--- config.mk ---
export PLATFORM = sky130hd
export DESIGN_NAME = map_table_flat
export DESIGN_NICKNAME = d
export VERILOG_FILES = /design/src/rtl/map_table_if.sv /design/src/rtl/map_table.sv /design/src/flat_wrapper.sv
export SDC_FILE = /design/constraint.sdc
export NUM_CORES = 2
export LEC_CHECK = 0
export BUFFER_PORTS_ARGS = -buffer_cell sky130_fd_sc_hd__buf_2
export CAP_MARGIN = 25
export CORE_MARGIN = 1
export CORE_UTILIZATION = 55
export DETAILED_ROUTE_END_ITERATION = 12
export HOLD_SLACK_MARGIN = 0.15
export PLACE_DENSITY = 0.76
export SYNTH_ARGS = -nofsm -noshare
export SYNTH_HDL_FRONTEND = slang
export SYNTH_SLANG_ARGS = --single-unit
export TNS_END_PERCENT = 50
--- constraint.sdc ---
create_clock -name clk -period 6.2 [get_ports clk]
set_input_delay 0.93 -clock clk [delete_from_list [all_inputs] [get_ports clk]]
set_output_delay 0.93 -clock clk [all_outputs]
set_load 0.005 [all_outputs]
--- src/rtl/map_table_if.sv ---
// Shared rename types and the dispatch/CDB/AMT bundle that connects to the map table.
package map_table_pkg;
    localparam int unsigned DP_NUM    = 2;
    localparam int unsigned MT_ENTRY  = 32;
    localparam int unsigned CDB_NUM   = 2;
    localparam int unsigned TAG_W     = 6;
    localparam int unsigned MT_IDX_W  = 5;
    localparam int unsigned ROB_IDX_W = 6;
    localparam int unsigned THREAD_W  = 1;

    typedef struct packed {
        logic                 valid;
        logic [TAG_W-1:0]     tag;
        logic [ROB_IDX_W-1:0] rob_idx;
        logic [THREAD_W-1:0]  thread_id;
        logic                 br_result;
    } cdb_t;

    typedef struct packed {
        logic [MT_IDX_W-1:0] rs1;
        logic [MT_IDX_W-1:0] rs2;
        logic                read_en;
        logic [THREAD_W-1:0] thread_idx;
    } dp_mt_read_t;

    typedef struct packed {
        logic [MT_IDX_W-1:0] rd;
        logic [TAG_W-1:0]    tag;
        logic                write_en;
        logic [THREAD_W-1:0] thread_idx;
    } dp_mt_write_t;

    typedef struct packed {
        logic [TAG_W-1:0] tag;
    } amt_entry_t;

    typedef struct packed {
        logic [TAG_W-1:0] tag1;
        logic             tag1_ready;
        logic [TAG_W-1:0] tag2;
        logic             tag2_ready;
        logic [TAG_W-1:0] tag_old;
    } mt_dp_t;

    typedef struct packed {
        logic [TAG_W-1:0] tag;
        logic             ready;
    } mt_entry_t;
endpackage

interface map_table_if;
    import map_table_pkg::*;

    logic         rollback;
    cdb_t         cdb      [CDB_NUM];
    dp_mt_read_t  dp_read  [DP_NUM];
    dp_mt_write_t dp_write [DP_NUM];
    amt_entry_t   amt      [MT_ENTRY];
    mt_dp_t       mp_dp_c  [DP_NUM];

    modport master (
        output rollback, cdb, dp_read, dp_write, amt,
        input  mp_dp_c
    );

    modport slave (
        input  rollback, cdb, dp_read, dp_write, amt,
        output mp_dp_c
    );
endinterface

--- src/rtl/map_table.sv ---
// Register-rename map table: arch reg -> {physical tag, ready}, with zero-latency
// source/old-tag lookup, intra-bundle forwarding, CDB wakeup and AMT rollback.
module map_table
    import map_table_pkg::*;
(
    input  logic      clk,
    input  logic      rst,
    map_table_if.slave mt
);

    mt_entry_t table_q [MT_ENTRY];
    mt_entry_t table_d [MT_ENTRY];
    mt_dp_t    rd_out  [DP_NUM];
    logic      unused_fields;

    // Lookup: table state, overridden by older same-bundle writes, then CDB bypass
    always_comb begin
        for (int unsigned k = 0; k < DP_NUM; k++) begin
            rd_out[k].tag1       = table_q[mt.dp_read[k].rs1].tag;
            rd_out[k].tag1_ready = table_q[mt.dp_read[k].rs1].ready;
            rd_out[k].tag2       = table_q[mt.dp_read[k].rs2].tag;
            rd_out[k].tag2_ready = table_q[mt.dp_read[k].rs2].ready;
            rd_out[k].tag_old    = table_q[mt.dp_write[k].rd].tag;
            for (int unsigned j = 0; j < k; j++) begin
                if (mt.dp_write[j].write_en) begin
                    if (mt.dp_write[j].rd == mt.dp_read[k].rs1) begin
                        rd_out[k].tag1       = mt.dp_write[j].tag;
                        rd_out[k].tag1_ready = 1'b0;
                    end
                    if (mt.dp_write[j].rd == mt.dp_read[k].rs2) begin
                        rd_out[k].tag2       = mt.dp_write[j].tag;
                        rd_out[k].tag2_ready = 1'b0;
                    end
                    if (mt.dp_write[j].rd == mt.dp_write[k].rd) begin
                        rd_out[k].tag_old = mt.dp_write[j].tag;
                    end
                end
            end
            for (int unsigned c = 0; c < CDB_NUM; c++) begin
                if (mt.cdb[c].valid && (mt.cdb[c].tag == rd_out[k].tag1)) begin
                    rd_out[k].tag1_ready = 1'b1;
                end
                if (mt.cdb[c].valid && (mt.cdb[c].tag == rd_out[k].tag2)) begin
                    rd_out[k].tag2_ready = 1'b1;
                end
            end
        end
    end

    assign mt.mp_dp_c = rd_out;

    // Next state: CDB wakeup first so a same-cycle dispatch write overrides it
    always_comb begin
        table_d = table_q;
        for (int unsigned e = 0; e < MT_ENTRY; e++) begin
            for (int unsigned c = 0; c < CDB_NUM; c++) begin
                if (mt.cdb[c].valid && (mt.cdb[c].tag == table_q[e].tag)) begin
                    table_d[e].ready = 1'b1;
                end
            end
        end
        for (int unsigned k = 0; k < DP_NUM; k++) begin
            if (mt.dp_write[k].write_en) begin
                table_d[mt.dp_write[k].rd] = '{tag: mt.dp_write[k].tag, ready: 1'b0};
            end
        end
    end

    always_ff @(posedge clk) begin
        if (rst) begin
            for (int unsigned i = 0; i < MT_ENTRY; i++) begin
                table_q[i] <= '{tag: TAG_W'(i), ready: 1'b1};
            end
        end else if (mt.rollback) begin
            for (int unsigned i = 0; i < MT_ENTRY; i++) begin
                table_q[i] <= '{tag: mt.amt[i].tag, ready: 1'b1};
            end
        end else begin
            table_q <= table_d;
        end
    end

    // Single-thread core: thread, ROB and branch fields are carried but not used here
    always_comb begin
        unused_fields = 1'b0;
        for (int unsigned c = 0; c < CDB_NUM; c++) begin
            unused_fields = unused_fields ^ (^{mt.cdb[c].rob_idx, mt.cdb[c].thread_id,
                                               mt.cdb[c].br_result});
        end
        for (int unsigned k = 0; k < DP_NUM; k++) begin
            unused_fields = unused_fields ^ (^{mt.dp_read[k].read_en, mt.dp_read[k].thread_idx,
                                               mt.dp_write[k].thread_idx});
        end
    end

endmodule

--- src/flat_wrapper.sv ---
// flat-port wrapper written by rule: the top's interface ports become plain ports
module map_table_flat import map_table_pkg::*;
  (clk, rst, mt_rollback, mt_cdb, mt_dp_read, mt_dp_write, mt_amt, mt_mp_dp_c);
  map_table_if mt_i ();
  input  logic clk;
  input  logic rst;
  input wire logic [$bits(mt_i.rollback)-1:0] mt_rollback;
  input wire logic [$bits(mt_i.cdb)-1:0] mt_cdb;
  input wire logic [$bits(mt_i.dp_read)-1:0] mt_dp_read;
  input wire logic [$bits(mt_i.dp_write)-1:0] mt_dp_write;
  input wire logic [$bits(mt_i.amt)-1:0] mt_amt;
  output wire logic [$bits(mt_i.mp_dp_c)-1:0] mt_mp_dp_c;
  assign mt_i.rollback = mt_rollback;
  assign mt_i.cdb = {>>{mt_cdb}};
  assign mt_i.dp_read = {>>{mt_dp_read}};
  assign mt_i.dp_write = {>>{mt_dp_write}};
  assign mt_i.amt = {>>{mt_amt}};
  assign mt_mp_dp_c = {>>{mt_i.mp_dp_c}};
  map_table u_core (.clk(clk), .rst(rst), .mt(mt_i));
endmodule
# Word level (Yosys, flattened, before mapping)
# Cells that the tools add are included.
[classes]
muxes = 103
n_reduce_logical = 75
bitwise = 6
n_eq_ne = 75
order_cmp = 8
[ops]
columns = ["cell", "n"]
rows = [
  ["224-bit two-way mux", 3],
  ["224-bit bitwise mux", 2],
  ["6-bit equality test", 72],
  ["7-bit binary-select mux with 5-bit select", 6],
  ["7-bit two-way mux", 16],
  ["1-bit logical AND", 74],
  ["1-bit two-way mux", 72],
  ["7-bit demux with 5-bit select", 2],
  ["6-bit greater-or-equal comparator (second input constant)", 6],
  ["5-bit NOT with 6-bit output", 6],
  ["20-bit two-way mux", 1],
  ["5-bit equality test", 3],
  ["6-bit by 1-bit less-than comparator with 1-bit output (second input constant)", 2],
  ["6-bit two-way mux", 1],
  ["2-bit OR reduction", 1],
]
[totals]
out_inout_bits = 40
inputBits = 275
reg_bits = 224
elab_cells = 331

# Logic depth before layout (Yosys ltp)
[logic_depth]
word_depth = 10
ltp_mapped = 12

# Worst setup path before layout
# OpenSTA, ideal clock, no wires.
[synth_timing]
path_type = "input-to-output"
start = "in mt_dp_read[8]"
end = "out mt_mp_dp_c[13]"
setup_slack_ps = 2025
cell_stages = 8
n_path_buf = 2
t_arrival_ps = 3245
t_required_ps = 5270
cell_sequence = "buf_4 clkbuf_1 mux4_2 or3_1 a31oi_1 a21oi_1 a2111o_1 o31ai_1"
[synth_via]
elab_chain_cells = 10
elab_cells_between_ends = 13
[synth_lines]
columns = ["item", "line_no", "rtl"]
rows = [
  ["from (decl)", "flat_wrapper.sv:9", "input wire logic [$bits(mt_i.dp_read)-1:0] mt_dp_read;"],
  ["5-bit NOT with 6-bit output (not written as such)", "map_table.sv:19", "rd_out[k].tag1 = table_q[mt.dp_read[k].rs1].tag;"],
  ["7-bit binary-select mux with 5-bit select", "map_table.sv:19", ""],
  ["7-bit two-way mux (not written as such) (2 in a row)", "map_table.sv:19", ""],
  ["7-bit two-way mux", "map_table.sv:26", "if (mt.dp_write[j].rd == mt.dp_read[k].rs1) begin"],
  ["20-bit two-way mux (*)", "map_table.sv:25", "if (mt.dp_write[j].write_en) begin"],
  ["via mt_mp_dp_c[17]", "flat_wrapper.sv:12", "output wire logic [$bits(mt_i.mp_dp_c)-1:0] mt_mp_dp_c;"],
  ["6-bit equality test", "map_table.sv:40", "if (mt.cdb[c].valid && (mt.cdb[c].tag == rd_out[k].tag1)) begin"],
  ["1-bit logical AND", "map_table.sv:40", ""],
  ["1-bit two-way mux", "map_table.sv:40", ""],
  ["1-bit two-way mux (*)", "map_table.sv:40", ""],
  ["to (decl)", "flat_wrapper.sv:12", ""],
]
# Mark *: on every way through the listed nets, which the timed path passes. The rest lies on a longest branch. The select of a mux whose other input is x is not followed.

# Final worst setup path
[layout_timing]
start = "in mt_dp_read[8]"
end = "out mt_mp_dp_c[13]"
[layout_via]
elab_chain_cells = 10
elab_cells_between_ends = 13
[layout_lines]
columns = ["item", "line_no"]
rows = [
  ["5-bit NOT with 6-bit output (not written as such)", "map_table.sv:19, map_table.sv:20"],
  ["7-bit binary-select mux with 5-bit select", "map_table.sv:19, map_table.sv:20"],
  ["7-bit two-way mux (not written as such) (2 in a row)", "map_table.sv:19"],
  ["7-bit two-way mux", "map_table.sv:26"],
  ["20-bit two-way mux (*)", "map_table.sv:25"],
  ["6-bit equality test", "map_table.sv:40"],
  ["1-bit logical AND", "map_table.sv:40"],
  ["1-bit two-way mux", "map_table.sv:40"],
  ["1-bit two-way mux (*)", "map_table.sv:40"],
]
# Mark *: on every way between the ends. The rest lies on a longest branch, timed or not. The select of a mux whose other input is x is not followed.

==> impl_metrics.env <==
export IMPL_outcome="complete, no violations"
export IMPL_cts_setup_buffers=0
export IMPL_largest_reg_flops=224
export IMPL_dr_pass1_iters=10
export IMPL_cts_hold_buffers=0
export IMPL_ir_drop_mv=0.247
export IMPL_grt_use_total=0.549
export IMPL_path_clk_slew_ps=70
export IMPL_numCtsBuffers=27
export IMPL_cts_root_buffer="clkbuf_16"
export IMPL_fin_tns_setup_ps=0
export IMPL_fp_dieH_um=229
export IMPL_nFillCells=4377
export IMPL_first_iter_violations=5267
export IMPL_p_switching_mw=2.24
export IMPL_remaining_drc_errors=0
export IMPL_r2r_end="u_core.table_q[14]$_SDFF_PP1_"
export IMPL_die_area_mm2=0.0522
export IMPL_htree_levels=1
export IMPL_fin_crit_ps=5170
export IMPL_rows=82
export IMPL_yosysTopAreaCell="mux4_2"
export IMPL_holdPathStages=2
export IMPL_end_kind="output pin"
export IMPL_vias_per_cell=7.91
export IMPL_crit_reg2reg_launch="u_core.table_q[17]$_SDFF_PP1_"
export IMPL_via_count=30600
export IMPL_start_kind="input pin"
export IMPL_antenna_found_initial=5
export IMPL_coreArea_mm2=0.0504
export IMPL_max_cap_violations=0
export IMPL_hold_viol_final=0
export IMPL_post_route_util=0.597
export IMPL_syn_to_final_growth_pct=6.47
export IMPL_final_layout_size_suffix_gt1_frac=0.231
export IMPL_drv_slew=0
export IMPL_rr_worst_depth=5
export IMPL_synth_seq_cells=224
export IMPL_hold_end="u_core.table_q[198]$_SDFF_PP1_"
export IMPL_ys_warn_count=0
export IMPL_top_register="u_core.table_q"
export IMPL_final_common_cell="nor2_1"
export IMPL_avgSynthCellArea_um2=8.57
export IMPL_cts_tree="yes"
export IMPL_dp_hpwl_um=102000
export IMPL_ios=315
export IMPL_holdCritStartpoint="mt_amt[169]"
export IMPL_clock_path_buffers=3
export IMPL_rsz0062_at_grt="false"
export IMPL_netlist_area_mm2=0.0282
export IMPL_floorplan_die_width_um=229
export IMPL_rrSetupSlack_ps=4290
export IMPL_clock_sinks=224
export IMPL_swShare=0.406
export IMPL_grt_pass1_wl_um=206000
export IMPL_fmax_ghz=0.193
export IMPL_p_seq_frac=0.346
export IMPL_synth_edf_count=0
export IMPL_tightest_slew_ps=1230
export IMPL_powerDensity_mw_per_mm2=184
export IMPL_dp_slack_ps=1220
export IMPL_final_nets=3435
export IMPL_clk_latency_ps=630
export IMPL_cts_resized=0
export IMPL_synth_top_area_frac=0.249
export IMPL_async_flop_share=0
export IMPL_seq_area_frac_synth=0.159
export IMPL_arrival_ps=4240
export IMPL_holdCritPathClass="in -> reg"
export IMPL_crit_fanout=19
export IMPL_top_regs="u_core.table_q x224"
export IMPL_routed_wl_um=148000
export IMPL_pwr_share_comb=0.348
export IMPL_floorplan_initialDensity=0.560
export IMPL_grt_pass1_vias=28400
export IMPL_final_cell_mix="418 x nor2_1, 312 x mux4_2, 281 x buf_2"
export IMPL_syn_nets=3568
export IMPL_antenna_left=0
export IMPL_required_ps=5270
export IMPL_maxSlewHeadroom=0.182
export IMPL_overflow=0
export IMPL_clock_power_share=0.306
export IMPL_crit_type="in -> out"
export IMPL_synth_area_top_cells="mux4_2 25%, dfxtp_1 16%, xnor2_1 6.9%"
export IMPL_period_share=0.835
export IMPL_skew_ps=48.3
export IMPL_final_setup_viol_count=0
export IMPL_p_int_mw=3.28
export IMPL_finalWorstSetupSlack_ps=1030
export IMPL_finalPower_mw=5.52
export IMPL_leakagePower_nw=10.9
export IMPL_netlist_instances=3293
export IMPL_ys_types=70
export IMPL_portBuffers=292
export IMPL_synth_flop_cell="dfxtp_1"
export IMPL_grt_max_degree=247
export IMPL_gp_congestion=1.09
export IMPL_wl_per_cell_um=38.3
==> metrics by stage <==
| stage | cell area (µm²) | instances | hold WS, ps |
|---|---|---|---|
| 2_1_floorplan | 28200 | 3293 | 554 |
| 3_3_place_gp | 29100 | 3802 | 619 |
| 3_5_place_dp | 29100 | 3803 | 633 |
| 4_1_cts | 30000 | 3853 | 534 |
| 5_1_grt | 30000 | 3858 | 544 |
| 6_report | 30100 | 3864 | 521 |
==> cells in the mapped netlist, drive strengths merged, types with 3 or more instances <==
master and n:
a32o 3, o211ai 6, xnor2 222, mux2i 191
buf 176, nand3b 7, nor2 419, clkbuf 351
a22oi 52, nand3 35, xor2 222, a21oi 234
and3 7, and2 8, a22o 3, a221oi 16
nor3b 10, dfxtp 224, a41oi 3, nor3 31
nor2b 20, a211o 82, nand2b 16, a311oi 19
o22ai 7, nor4 72, mux4 312, a211oi 158
o21ai 75, a21o 4, nand4 83, nand2 117
o31ai 7, and3b 6, o311ai 14, a31oi 8
inv 43
==> critical path: stages <==
cell and delay (ps):
buf_2 380, buf_4 410, xor2_1 110, nor4_1 410
nand3_1 430, a41oi_1 610, xor2_1 130, nor4_1 370
a41oi_1 170, o31ai_1 100, buf_2 150
==> cell families (layout without fill, tap and decap cells) <==
kind of cell | after synthesis | after routing | share of synthesized area
and+or+nand+nor | 838 | 838 | 0.137
AOI/OAI and AO/OA | 711 | 711 | 0.169
buffers and inverters | 571 | 459 | 0.0798
muxes | 505 | 505 | 0.318
xor gates and xnor gates | 444 | 444 | 0.138
DFF | 224 | 224 | 0.159
other | 0 | 11 | 0
==> per-layer routing <==
metal,vias up,wire length (µm),track usage
li1,11900,-,-
met1,14700,50400,0.679
met2,3222,56200,0.721
met3,805,29100,0.308
met4,2,11900,0.353
met5,-,143,0.0202
==> power by group through the flow <==
stage | Combinational [mW] | Sequential (mW) | Clock [mW]
2_1_floorplan | 1.42 | 1.57 | 0
3_3_place_gp | 1.80 | 1.87 | 0
3_5_place_dp | 1.83 | 1.87 | 0
4_1_cts | 1.84 | 1.84 | 1.66
5_1_grt | 1.98 | 1.87 | 1.72
6_report | 1.92 | 1.91 | 1.69
==> area by class of cell <==
cell class / count / area (µm²) / area share
multi-input combinational: 2498 / 21500 / 0.716
sequential: 224 / 4480 / 0.149
timing repair buffer: 365 / 2130 / 0.0709
tap: 672 / 841 / 0.0280
clock buffer: 35 / 736 / 0.0245
inverter: 44 / 165 / 0.00549
clock inverter: 15 / 150 / 0.00500
antenna: 11 / 27.5 / 0.000916
==> worst max path at each step <==
stage	end	startpoint	slack, ps	cells past startpoint
3_3_place_gp	mt_mp_dp_c[33]	mt_dp_read[19]	1250	9
5_1_grt	mt_mp_dp_c[13]	mt_dp_read[8]	730	11
3_5_place_dp	mt_mp_dp_c[33]	mt_dp_read[19]	1220	9
4_1_cts	mt_mp_dp_c[6]	mt_dp_read[3]	1210	11
6_report	mt_mp_dp_c[13]	mt_dp_read[8]	1030	11
2_1_floorplan	mt_mp_dp_c[13]	mt_dp_read[8]	2020	8
Note: power is estimated with default switching activity, not from simulation.
